$ cat src/rtl/branch_resolve_sequencer_pkg.sv
// Shared types and constants for the branch resolve sequencer and its decoder.
// Latency: n/a (declarations only).
// Backpressure: n/a.
package branch_resolve_sequencer_pkg;

  typedef enum logic [1:0] {
    BR_IDLE     = 2'd0,
    BR_WAIT     = 2'd1,
    BR_REDIRECT = 2'd2,
    BR_RELEASE  = 2'd3
  } br_state_e;

  // Status codes seen by the pipeline control decoder; 2'b10 is never driven.
  localparam logic [1:0] BR_STATUS_PENDING  = 2'b00;
  localparam logic [1:0] BR_STATUS_REDIRECT = 2'b01;
  localparam logic [1:0] BR_STATUS_RELEASE  = 2'b11;

  // Width of the WAIT timeout counter; TIMEOUT_CYCLES is limited to 1..255.
  localparam int TO_CNT_W = 8;

  // Status code presented for a given sequencer state.
  function automatic logic [1:0] br_status_of(input br_state_e s);
    logic [1:0] st;
    st = BR_STATUS_PENDING;
    case (s)
      BR_REDIRECT: st = BR_STATUS_REDIRECT;
      BR_RELEASE:  st = BR_STATUS_RELEASE;
      default:     st = BR_STATUS_PENDING;
    endcase
    return st;
  endfunction

endpackage

$ cat src/rtl/branch_resolve_sequencer_if.sv
// Bundle of decoder/EX-stage handshakes and sequencer outputs.
// Latency: n/a (wires only).
// Backpressure: stall_hold from the decoder freezes the sequencer.
interface branch_resolve_sequencer_if #(
  parameter int STAT_W = 32
);
  logic              jump_start;
  logic              stall_hold;
  logic              resolve_valid;
  logic              resolve_taken;
  logic              is_uncond;
  logic              stat_clear;
  logic [1:0]        branch_status;
  logic              take_branch;
  logic              busy;
  logic              timeout_err;
  logic [STAT_W-1:0] stat_branches;
  logic [STAT_W-1:0] stat_taken;

  // Decoder / EX side: drives requests and results, observes the sequencer.
  modport master (
    output jump_start, stall_hold, resolve_valid, resolve_taken, is_uncond, stat_clear,
    input  branch_status, take_branch, busy, timeout_err, stat_branches, stat_taken
  );

  // Sequencer side.
  modport slave (
    input  jump_start, stall_hold, resolve_valid, resolve_taken, is_uncond, stat_clear,
    output branch_status, take_branch, busy, timeout_err, stat_branches, stat_taken
  );
endinterface

$ cat src/rtl/branch_resolve_sequencer_sat_counter.sv
// Saturating up-counter with synchronous clear; clear beats increment.
// Latency: count visible one edge after inc/clear.
// Backpressure: none; holds at all-ones instead of wrapping.
module sat_counter #(
  parameter int W = 32
) (
  input  logic         clk,
  input  logic         rst,
  input  logic         clear,
  input  logic         inc,
  output logic [W-1:0] count
);

  logic [W-1:0] count_q;
  logic [W-1:0] count_d;

  // Next count: clear first, otherwise increment unless already saturated.
  always_comb begin
    count_d = count_q;
    if (clear) begin
      count_d = '0;
    end else if (inc && (count_q != '1)) begin
      count_d = count_q + W'(1);
    end
  end

  // Count register.
  always_ff @(posedge clk) begin
    if (rst) begin
      count_q <= '0;
    end else begin
      count_q <= count_d;
    end
  end

  assign count = count_q;

endmodule

$ cat src/rtl/branch_resolve_sequencer.sv
// Sequences one control-flow instruction: wait for EX resolution, then redirect and release.
// Latency: jump_start -> WAIT next edge; WAIT exit -> REDIRECT (1 cycle) -> RELEASE (1 cycle).
// Backpressure: stall_hold freezes state, take_branch and the timeout count.
module branch_resolve_sequencer
  import branch_resolve_sequencer_pkg::*;
#(
  parameter int TIMEOUT_CYCLES = 16,
  parameter int STAT_W         = 32
) (
  input  logic                        clk,
  input  logic                        rst,
  branch_resolve_sequencer_if.slave   bus
);

  localparam logic [TO_CNT_W-1:0] TO_LAST = TO_CNT_W'(TIMEOUT_CYCLES - 1);

  br_state_e           state_q, state_d;
  logic                uncond_q, uncond_d;
  logic                take_q, take_d;
  logic [TO_CNT_W-1:0] to_cnt_q, to_cnt_d;
  logic                timeout_err_q, timeout_err_d;
  logic                in_redirect_q, in_redirect_d;
  logic                stat_inc_br;
  logic                stat_inc_tk;

  // Next-state logic; stall_hold freezes everything except the statistics path.
  always_comb begin
    state_d       = state_q;
    uncond_d      = uncond_q;
    take_d        = take_q;
    to_cnt_d      = to_cnt_q;
    timeout_err_d = timeout_err_q;
    if (!bus.stall_hold) begin
      case (state_q)
        BR_IDLE: begin
          if (bus.jump_start) begin
            state_d  = BR_WAIT;
            uncond_d = bus.is_uncond;
            to_cnt_d = '0;
          end
        end
        BR_WAIT: begin
          if (uncond_q || bus.resolve_valid) begin
            state_d = BR_REDIRECT;
            take_d  = uncond_q | (bus.resolve_valid & bus.resolve_taken);
          end else if (to_cnt_q == TO_LAST) begin
            // No result arrived in time: fall through as not-taken and flag it.
            state_d       = BR_REDIRECT;
            take_d        = 1'b0;
            timeout_err_d = 1'b1;
          end else begin
            to_cnt_d = to_cnt_q + TO_CNT_W'(1);
          end
        end
        BR_REDIRECT: state_d = BR_RELEASE;
        BR_RELEASE:  state_d = BR_IDLE;
        default:     state_d = BR_IDLE;
      endcase
    end
  end

  // Count each instruction once, on its first REDIRECT cycle, even if REDIRECT is stretched by stalls.
  always_comb begin
    in_redirect_d = (state_q == BR_REDIRECT);
    stat_inc_br   = (state_q == BR_REDIRECT) && !in_redirect_q;
    stat_inc_tk   = stat_inc_br && take_q;
  end

  // State registers with synchronous reset.
  always_ff @(posedge clk) begin
    if (rst) begin
      state_q       <= BR_IDLE;
      uncond_q      <= 1'b0;
      take_q        <= 1'b0;
      to_cnt_q      <= '0;
      timeout_err_q <= 1'b0;
      in_redirect_q <= 1'b0;
    end else begin
      state_q       <= state_d;
      uncond_q      <= uncond_d;
      take_q        <= take_d;
      to_cnt_q      <= to_cnt_d;
      timeout_err_q <= timeout_err_d;
      in_redirect_q <= in_redirect_d;
    end
  end

  sat_counter #(.W(STAT_W)) u_stat_branches (
    .clk   (clk),
    .rst   (rst),
    .clear (bus.stat_clear),
    .inc   (stat_inc_br),
    .count (bus.stat_branches)
  );

  sat_counter #(.W(STAT_W)) u_stat_taken (
    .clk   (clk),
    .rst   (rst),
    .clear (bus.stat_clear),
    .inc   (stat_inc_tk),
    .count (bus.stat_taken)
  );

  // Outputs come only from registered state.
  assign bus.branch_status = br_status_of(state_q);
  assign bus.take_branch   = take_q;
  assign bus.busy          = (state_q != BR_IDLE);
  assign bus.timeout_err   = timeout_err_q;

endmodule
$ cat src/flat_wrapper.sv
// flat-port wrapper written by rule: the top's interface ports become plain ports
module branch_resolve_sequencer_flat import branch_resolve_sequencer_pkg::*;
#(
  parameter int TIMEOUT_CYCLES = 16,
  parameter int STAT_W         = 32
)
  (clk, rst, bus_jump_start, bus_stall_hold, bus_resolve_valid, bus_resolve_taken, bus_is_uncond, bus_stat_clear, bus_branch_status, bus_take_branch, bus_busy, bus_timeout_err, bus_stat_branches, bus_stat_taken);
  branch_resolve_sequencer_if #(.STAT_W(STAT_W)) bus_i ();
  input  logic clk;
  input  logic rst;
  input wire logic [$bits(bus_i.jump_start)-1:0] bus_jump_start;
  input wire logic [$bits(bus_i.stall_hold)-1:0] bus_stall_hold;
  input wire logic [$bits(bus_i.resolve_valid)-1:0] bus_resolve_valid;
  input wire logic [$bits(bus_i.resolve_taken)-1:0] bus_resolve_taken;
  input wire logic [$bits(bus_i.is_uncond)-1:0] bus_is_uncond;
  input wire logic [$bits(bus_i.stat_clear)-1:0] bus_stat_clear;
  output wire logic [$bits(bus_i.branch_status)-1:0] bus_branch_status;
  output wire logic [$bits(bus_i.take_branch)-1:0] bus_take_branch;
  output wire logic [$bits(bus_i.busy)-1:0] bus_busy;
  output wire logic [$bits(bus_i.timeout_err)-1:0] bus_timeout_err;
  output wire logic [$bits(bus_i.stat_branches)-1:0] bus_stat_branches;
  output wire logic [$bits(bus_i.stat_taken)-1:0] bus_stat_taken;
  assign bus_i.jump_start = bus_jump_start;
  assign bus_i.stall_hold = bus_stall_hold;
  assign bus_i.resolve_valid = bus_resolve_valid;
  assign bus_i.resolve_taken = bus_resolve_taken;
  assign bus_i.is_uncond = bus_is_uncond;
  assign bus_i.stat_clear = bus_stat_clear;
  assign bus_branch_status = bus_i.branch_status;
  assign bus_take_branch = bus_i.take_branch;
  assign bus_busy = bus_i.busy;
  assign bus_timeout_err = bus_i.timeout_err;
  assign bus_stat_branches = bus_i.stat_branches;
  assign bus_stat_taken = bus_i.stat_taken;
  branch_resolve_sequencer #(.TIMEOUT_CYCLES(TIMEOUT_CYCLES), .STAT_W(STAT_W)) u_core (.clk(clk), .rst(rst), .bus(bus_i));
endmodule
$ cat config.mk
export PLATFORM = sky130hd
export DESIGN_NAME = branch_resolve_sequencer_flat
export DESIGN_NICKNAME = d
export VERILOG_FILES = /design/src/rtl/branch_resolve_sequencer_pkg.sv /design/src/rtl/branch_resolve_sequencer_if.sv /design/src/rtl/branch_resolve_sequencer_sat_counter.sv /design/src/rtl/branch_resolve_sequencer.sv /design/src/flat_wrapper.sv
export SDC_FILE = /design/constraint.sdc
export NUM_CORES = 1
export LEC_CHECK = 0
export CORE_MARGIN = 3
export CORE_UTILIZATION = 56
export CTS_CLUSTER_SIZE = 16
export DETAILED_ROUTE_END_ITERATION = 10
export PLACE_DENSITY = 0.87
export SLEW_MARGIN = 20
export SYNTH_ARGS = -nofsm -noshare
export SYNTH_HDL_FRONTEND = slang
export SYNTH_SLANG_ARGS = --single-unit
export TNS_END_PERCENT = 1
$ cat constraint.sdc
create_clock -name clk -period 6.28 [get_ports clk]
set_input_delay 1.256 -clock clk [delete_from_list [all_inputs] [get_ports clk]]
set_output_delay 1.256 -clock clk [all_outputs]
set_load 0.05 [all_outputs]
==> run metrics, run 1 <==
Primary FF master, synth=dfxtp_1; ant diodes=0; Crit path arrival time=2.18 ns; status=finished clean; Hold-fix buffers, CTS=0; WHS Endpoint=u_core.u_stat_branches.count[30]; GRT Residual Overflow=0; EDFF count, synth=0; Pwr Density=195 nW/um^2; largest net degree at the start of global routing=59; total track usage=24.6%; H-tree Lvls=3; Worst Path Max Fanout=6; Max-Cap Viols=0; global-route wire length before repair=17100 um; Critical Path, Cell by Cell=inv_1 -> ha_1 -> or2_2 -> clkdlybuf4s50_1; Mean Syn Cell Area=8.21 um^2; Die Span Y=90.8 um; Synth area leaders=dfxtp_1 (39%), a21oi_1 (6.2%), or3_1 (5.1%), nand2_1 (4.3%), o21ai_0 (4.0%); initial antenna violation count=0; Die Wd=90.8 um; Clk pin slew, worst setup/hold paths=0.08 ns; Hold WC Path Type=flip-flop to flip-flop; fill count=533; average wire per standard cell=15.5 um; top post-synthesis cells by count=dfxtp_1 (78), a21oi_1 (50), nand2_1 (46), or3_1 (33), o21ai_0 (32); Critical Path Max Stage Delay=0.70 ns; TritonCTS clock tree=yes; root buffer cell=clkbuf_8; CP endpoint kind=primary output; layout cells sized above 1=5.33%; classification of the worst setup path=flip-flop to primary output; die area=8240 um^2; Post-Syn Area=4020 um^2; synth-to-layout area growth=26.2%; min-delay src=u_core.u_stat_branches.count[30]; Yosys warning total=0; Startpoint Class=flip-flop; area leader, netlist=dfxtp_1; worst relative slew slack=29.3%; r2r startpoint=u_core.state_q[0]; top-count cell post-synth=dfxtp_1; num rows=30; Final Setup Violations=0; Fmax=0.291 GHz; vias per cell=6.16; Slew @ Worst Pin=1.04 ns; CTS resizes=0; Reg2Reg Capture Point=u_core.u_stat_taken.count[17]; Critical-path top delay cell=clkdlybuf4s50_1; hold depth=2; Synth Instances=490; GPL Wtd Cong=0.820; Final nets=575; Port Buffers=76; first-pass detailed-route iteration total=5; RSZ-0062 raised after global routing=false; worst skew pair latency=0.35 ns; vias in the first global route=3645; Remaining DRCs=0; initial core utilization=58.6%; via count=4059; final hold violations=0; Post-synth ARST share=0%; shortest period the worst path allows=3.43 ns; Req. time, crit path=5.02 ns; Slew Viols, Final=0; hold_ws=0.493 ns; CTS Buffer Depth=2; final setup TNS=0 ns; WL final=10200 um; IR drop worst, VDD=0.000129 V; syn nets=507; multi-input logic area=2350 um^2; FF-to-FF path depth=7; DPL Wire Length=6870 um; Worst Skew=0.0112 ns; Power Total=0.992 mW; top cell type's share of synthesized area=38.8%; Seq/Total Area, Yosys=38.8%; I/O pin count=77; Final ANT Viol Nets=0; final worst path period share=54.7%; R2R setup slack=3.57 ns; clk sinks=78; synth unique cells=52; Seq cells post-synth=78; Post-CTS Setup Repair Bufs=0; Lkg Pwr=1.61 nW; Detailed Route Iter0 Violations=253; CTS buffer count=9; Register Area=1560 um^2; Core Area=6870 um^2
-- kinds of logic after synthesis --
group | Yosys count | share of synthesized area [%]
adders and majority gates | 9 | 2.80
xor gates and xnor gates | 12 | 2.61
buffers and inverters | 30 | 2.89
AOI/OAI and AO/OA | 131 | 20.0
and+or+nand+nor | 226 | 31.9
muxes | 4 | 0.995
DFF | 78 | 38.8
-- critical path: cells and delay by family (launching register included) --
kind / cells / cell delay (ns)
fa+ha+maj: 1 / 0.28
simple gates: 1 / 0.33
buf+inv: 2 / 0.82
flops: 1 / 0.40
-- worst max path at each step --
stage                                             from                       endpoint  slack (ns)  cells past startpoint
after global routing                 u_core.state_q[0]           bus_branch_status[0]        2.78                      4
after floorplan           u_core.u_stat_taken.count[1]  u_core.u_stat_taken.count[26]        3.84                      6
final                                u_core.state_q[0]           bus_branch_status[0]        2.85                      4
after detailed placement                           rst  u_core.u_stat_taken.count[27]        2.68                      4
after CTS                            u_core.state_q[0]           bus_branch_status[0]        2.84                      4
after global placement                             rst  u_core.u_stat_taken.count[27]        2.73                      4
-- placed cells by master, fill, tap and decap left out, types with 2 or more instances in the layout --
| master | count |
|---|---|
| dfxtp_1 | 78 |
| clkdlybuf4s50_1 | 76 |
| a21oi_1 | 50 |
| nand2_1 | 46 |
| or3_1 | 33 |
| o21ai_0 | 32 |
| nor2_1 | 31 |
| nand3_1 | 30 |
| nand4_1 | 14 |
| o31ai_1 | 13 |
| or4_1 | 12 |
| clkbuf_8 | 12 |
| and3_1 | 11 |
| and4_1 | 10 |
| xor2_1 | 9 |
| ha_1 | 9 |
| inv_1 | 8 |
| nor3_1 | 8 |
| nor4_1 | 6 |
| nand2b_1 | 6 |
| a311oi_1 | 6 |
| a31oi_1 | 6 |
| o211ai_1 | 5 |
| mux2i_1 | 4 |
| and2_1 | 4 |
| nor2b_1 | 4 |
| o2111ai_1 | 3 |
| xnor2_1 | 3 |
| buf_4 | 3 |
| or4_4 | 2 |
| a21o_1 | 2 |
| a41o_1 | 2 |
| a31o_2 | 2 |
| bufinv_16 | 2 |
-- through the flow --
stage                     utilization [%]  cells  cell area, um^2  setup slack (ns)
final                                73.9    659             5080              2.85
after global placement               70.5    643             4840              2.73
after CTS                            73.9    659             5070              2.84
after global routing                 73.9    659             5080              2.78
after floorplan                         -    490             4020              3.84
after detailed placement             70.5    643             4840              2.68
-- cell type report --
cell class | instances | area share (%)
clock buffer | 13 | 3.33
clock inverter | 3 | 1.28
inverter | 8 | 0.592
multi-input combinational | 382 | 46.2
sequential | 78 | 30.8
tap | 96 | 2.37
timing repair buffer | 79 | 15.4
-- sequential cells by signal, indices dropped and copies added (netlist names) --
name / flops
u_core.in_redirect_q: 1
u_core.to_cnt_q: 8
u_core.bus.timeout_err: 1
u_core.u_stat_taken.count: 32
u_core.state_q: 2
u_core.uncond_q: 1
u_core.bus.take_branch: 1
u_core.u_stat_branches.count: 32
-- metal layers --
layer / track usage, % / wire, um / up-vias
li1: - / - / 1987
met1: 33.1 / 4660 / 1900
met2: 39.8 / 4750 / 158
met3: 4.75 / 644 / 14
met4: 7.65 / 140 / 0
met5: 0 / 0 / -
-- where the power goes --
| part | switching, mW | internal (mW) |
|---|---|---|
| Sequential | 0.00261 | 0.496 |
| Clock | 0.183 | 0.256 |
| Combinational | 0.0359 | 0.0180 |
| Total | 0.222 | 0.771 |
Power figures use the tool's default switching activity.
==> inputs of run 2 (changes only) <==
Settings changed: CORE_UTILIZATION 56 to 47, PLACE_DENSITY 0.87 to 0.78.
Clock period 6.28 ns to 3 ns, I/O delays scaled along.
==> run metrics, run 2 (same netlist as run 1, synthesis figures left out) <==
status=finished clean; Core Area=8260 um^2; via count=4018; Critical Path Max Stage Delay=0.70 ns; Final nets=580; fill count=728; most frequent cells in the layout=dfxtp_1 (78), clkdlybuf4s50_1 (76), a21oi_1 (50), nand2_1 (46), or3_1 (33); Clk pin slew, worst setup/hold paths=0.07 ns; vias in the first global route=3729; combinational power share=5.7%; part of the power in registers=51.3%; Req. time, crit path=2.40 ns; Sw Pwr=0.449 mW; Worst Path Max Fanout=6; fin util=62.0%; H-tree Lvls=3; Hold WC Path Type=flip-flop to flip-flop; worst relative slew slack=53.9%; Detailed Route Iter0 Violations=222; initial core utilization=48.7%; clk sinks=78; synth-to-layout area growth=27.3%; Lkg Pwr=1.63 nW; IR drop worst, VDD=0.000247 V; RSZ-0062 raised after global routing=false; die area=9710 um^2; Pint=1.59 mW; GRT Residual Overflow=0; classification of the worst setup path=flip-flop to primary output; layout cells sized above 1=6.17%; Remaining DRCs=0; CP endpoint kind=primary output; Die Wd=98.5 um; largest net degree at the start of global routing=32; CTS resizes=0; Hold-fix buffers, CTS=0; CTS buffer count=9; leading cell type in the layout, fill and taps excluded=dfxtp_1; Pwr Density=397 nW/um^2; I/O pin count=77; GPL Wtd Cong=0.819; first-pass detailed-route iteration total=6; TritonCTS clock tree=yes; DPL Wire Length=7320 um; ant diodes=0; Final Setup Violations=0; Final ANT Viol Nets=0; Port Buffers=76; switching portion of total power=22.1%; average wire per standard cell=15.1 um; final setup TNS=0 ns; global-route wire length before repair=17100 um; Startpoint Class=flip-flop; WL final=10200 um; Slew @ Worst Pin=0.689 ns; Post-CTS Setup Repair Bufs=0; CTS Buffer Depth=2; initial antenna violation count=0; vias per cell=5.98; num rows=33; final hold violations=0; Max-Cap Viols=0; Die Span Y=98.5 um; root buffer cell=clkbuf_8; Slew Viols, Final=0; total track usage=20.8%; final cell count without fillers=672; Worst Skew=0.00768 ns; worst skew pair latency=0.35 ns; Fmax=0.369 GHz; Clock Power Share=43.0%; placed instance area=4900 um^2; Power Total=2.03 mW; Crit path arrival time=2.11 ns; final worst path period share=90.4%; DP Cell Count=657; Design Area, Final=5120 um^2; Critical-path top delay cell=clkdlybuf4s50_1; Critical Path, Cell by Cell=inv_1 -> ha_1 -> or2_2 -> clkdlybuf4s50_1; shortest period the worst path allows=2.71 ns
## run 2: final timing paths
check	slack, ns	start	cells after the start	endpoint
worst max-delay path	0.29	u_core.state_q[0]	4	bus_branch_status[0]
worst min-delay path	0.48	u_core.bus.timeout_err	2	u_core.bus.timeout_err
worst max register to register	0.58	u_core.state_q[0]	7	u_core.u_stat_branches.count[30]
worst min register to register	0.48	u_core.bus.timeout_err	2	u_core.bus.timeout_err
## run 2: area by class of cell
class / instances / area, um^2 / area share, %
inverter: 8 / 30.0 / 0.586
tap: 105 / 131 / 2.56
multi-input combinational: 382 / 2340 / 45.8
clock inverter: 4 / 70.1 / 1.37
clock buffer: 11 / 151 / 2.96
timing repair buffer: 84 / 833 / 16.3
sequential: 78 / 1560 / 30.5
## run 2: critical path: cells and delay by family (launching register included)
| family | cells | cell delay, ns |
|---|---|---|
| and+or+nand+nor | 1 | 0.31 |
| buffers and inverters | 2 | 0.81 |
| DFF | 1 | 0.38 |
| adders and majority gates | 1 | 0.27 |
## run 2: power by group through the flow
stage	combinational, mW	clock [mW]	sequential, mW
global route	0.126	0.929	1.04
global placement	0.112	0	1.07
CTS	0.115	0.895	1.04
floorplan	0.0743	0	1.07
detailed placement	0.114	0	1.07
finish	0.115	0.875	1.04
## run 2: per-stage QoR
stage	hold WS (ns)	worst slack, ns
after global routing	0.510	0.185
after CTS	0.487	0.263
final	0.484	0.288
after global placement	0.461	0.686
after floorplan	0.440	0.564
after detailed placement	0.460	0.612
## run 2: per-layer routing
| metal | global-route usage [%] | vias up | part of all wire (%) |
|---|---|---|---|
| li1 | - | 2001 | - |
| met1 | 26.3 | 1890 | 45 |
| met2 | 35.7 | 112 | 49 |
| met3 | 4.81 | 15 | 5.1 |
| met4 | 5.57 | 0 | 1.2 |
| met5 | 0 | - | 0 |
==> inputs of run 3 (changes only) <==
Settings changed: MAX_ROUTING_LAYER set to met4, SETUP_SLACK_MARGIN set to 0.4, TNS_END_PERCENT 1 to 20.
==> run metrics, run 3 (same netlist as run 1, synthesis figures left out) <==
status=finished clean; RSZ-0062 raised after global routing=false; ant diodes=0; Lkg Pwr=1.65 nW; GPL Wtd Cong=0.831; final setup TNS=0 ns; Clock Power Share=43.1%; fill count=727; Req. time, crit path=2.40 ns; I/O pin count=77; total track usage=21.4%; Hold-fix buffers, CTS=0; IR drop worst, VDD=0.000257 V; Sw Pwr=0.451 mW; final worst path period share=81.1%; TritonCTS clock tree=yes; Detailed Route Iter0 Violations=225; vias in the first global route=3726; combinational power share=5.6%; layout cells sized above 1=6.17%; synth-to-layout area growth=27.4%; classification of the worst setup path=flip-flop to primary output; Port Buffers=76; worst relative slew slack=54.0%; pre-CTS setup slack=0.612 ns; hold depth=2; Core Area=8260 um^2; switching portion of total power=22.2%; leading cell type in the layout, fill and taps excluded=dfxtp_1; Fmax=0.411 GHz; Hold WC Path Type=flip-flop to flip-flop; via count=4043; final setup margin=0.568 ns; Die Span Y=98.5 um; Max-Cap Viols=0; initial antenna violation count=0; average wire per standard cell=15.1 um; num rows=33; WL final=10200 um; Worst Path Max Fanout=6; CTS buffer count=9; Startpoint Class=flip-flop; DP Cell Count=657; FF-to-FF path depth=7; most frequent cells in the layout=dfxtp_1 (78), clkdlybuf4s50_1 (74), a21oi_1 (50), nand2_1 (46), or3_1 (33); Crit path arrival time=1.83 ns; GRT Residual Overflow=0; Pwr Density=397 nW/um^2; shortest period the worst path allows=2.43 ns; Remaining DRCs=0; Clk pin slew, worst setup/hold paths=0.07 ns; global-route wire length before repair=17100 um; Slew @ Worst Pin=0.687 ns; CP endpoint kind=primary output; DPL Wire Length=7320 um; Final ANT Viol Nets=0; clk sinks=78; Worst Skew=0.00917 ns; part of the power in registers=51.3%; Slew Viols, Final=0; H-tree Lvls=3; initial core utilization=48.7%; root buffer cell=clkbuf_8; worst skew pair latency=0.35 ns; Pint=1.58 mW; Final nets=580; Post-CTS Setup Repair Bufs=0; final cell count without fillers=672; fin util=62.0%; final hold violations=0; CTS Buffer Depth=2; first-pass detailed-route iteration total=5; die area=9710 um^2; Die Wd=98.5 um; Final Setup Violations=0; vias per cell=6.02; largest net degree at the start of global routing=32
==> run 3: cell count changes in the layout (fill, tap and decap cells not counted) <==
cell and change:
dlymetal6s2s_1 +1, clkdlybuf4s50_1 -2, dlygate4sd2_1 +1
==> run 3: power by group through the flow <==
stage               clock network [mW]  logic [mW]  registers, mW
floorplan                            0      0.0743           1.07
global placement                     0       0.112           1.07
detailed placement                   0       0.114           1.07
CTS                              0.895       0.114           1.04
global route                     0.927       0.125           1.04
finish                           0.878       0.114           1.04
==> run 3: final timing paths <==
check	slack, ns	end	start
worst max-delay path	0.57	bus_branch_status[0]	u_core.state_q[0]
worst max register to register	0.59	u_core.u_stat_branches.count[30]	u_core.state_q[0]
worst min-delay path	0.48	u_core.bus.timeout_err	u_core.bus.timeout_err
worst min register to register	0.48	u_core.bus.timeout_err	u_core.bus.timeout_err
==> run 3: worst max-delay path, stage by stage, from the launching register on <==
cell	delay, ns
dfxtp_1	0.38
inv_1	0.11
ha_1	0.27
or2_2	0.30
dlygate4sd2_1	0.42
==> run 3: what timing repair did <==
| action | in CTS | in global routing |
|---|---|---|
| resized for setup | 1 | 1 |
| hold endpoints to repair | 0 | 0 |
| endpoints found under the setup margin | 2 | 1 |
| cloned | 0 | 0 |
==> run 3: area by class of cell <==
type	instances	area (um^2)	area share [%]
clock buffers	11	151	2.95
clock inverters	4	70.1	1.37
inverters	8	30.0	0.586
multi-input cells	382	2340	45.8
flip-flops and latches	78	1560	30.5
well taps	105	131	2.56
repair buffers	84	835	16.3
==> run 3: per-layer routing <==
| metal | vias up | share of wire [%] | routed length [um] | track usage, % |
|---|---|---|---|---|
| li1 | 1999 | - | - | - |
| met1 | 1928 | 45 | 4580 | 26.4 |
| met2 | 97 | 49 | 5000 | 35.7 |
| met3 | 19 | 4.3 | 437 | 4.18 |
| met4 | 0 | 1.5 | 157 | 6.51 |
| met5 | - | 0 | 0 | - |
==> run 3: stage by stage <==
stage | hold slack, ns | area (um^2) | power (mW)
6_report | 0.484 | 5120 | 2.04
3_3_place_gp | 0.461 | 4900 | 1.18
4_1_cts | 0.487 | 5120 | 2.05
3_5_place_dp | 0.460 | 4900 | 1.18
5_1_grt | 0.510 | 5120 | 2.10
2_1_floorplan | 0.440 | 4020 | 1.14
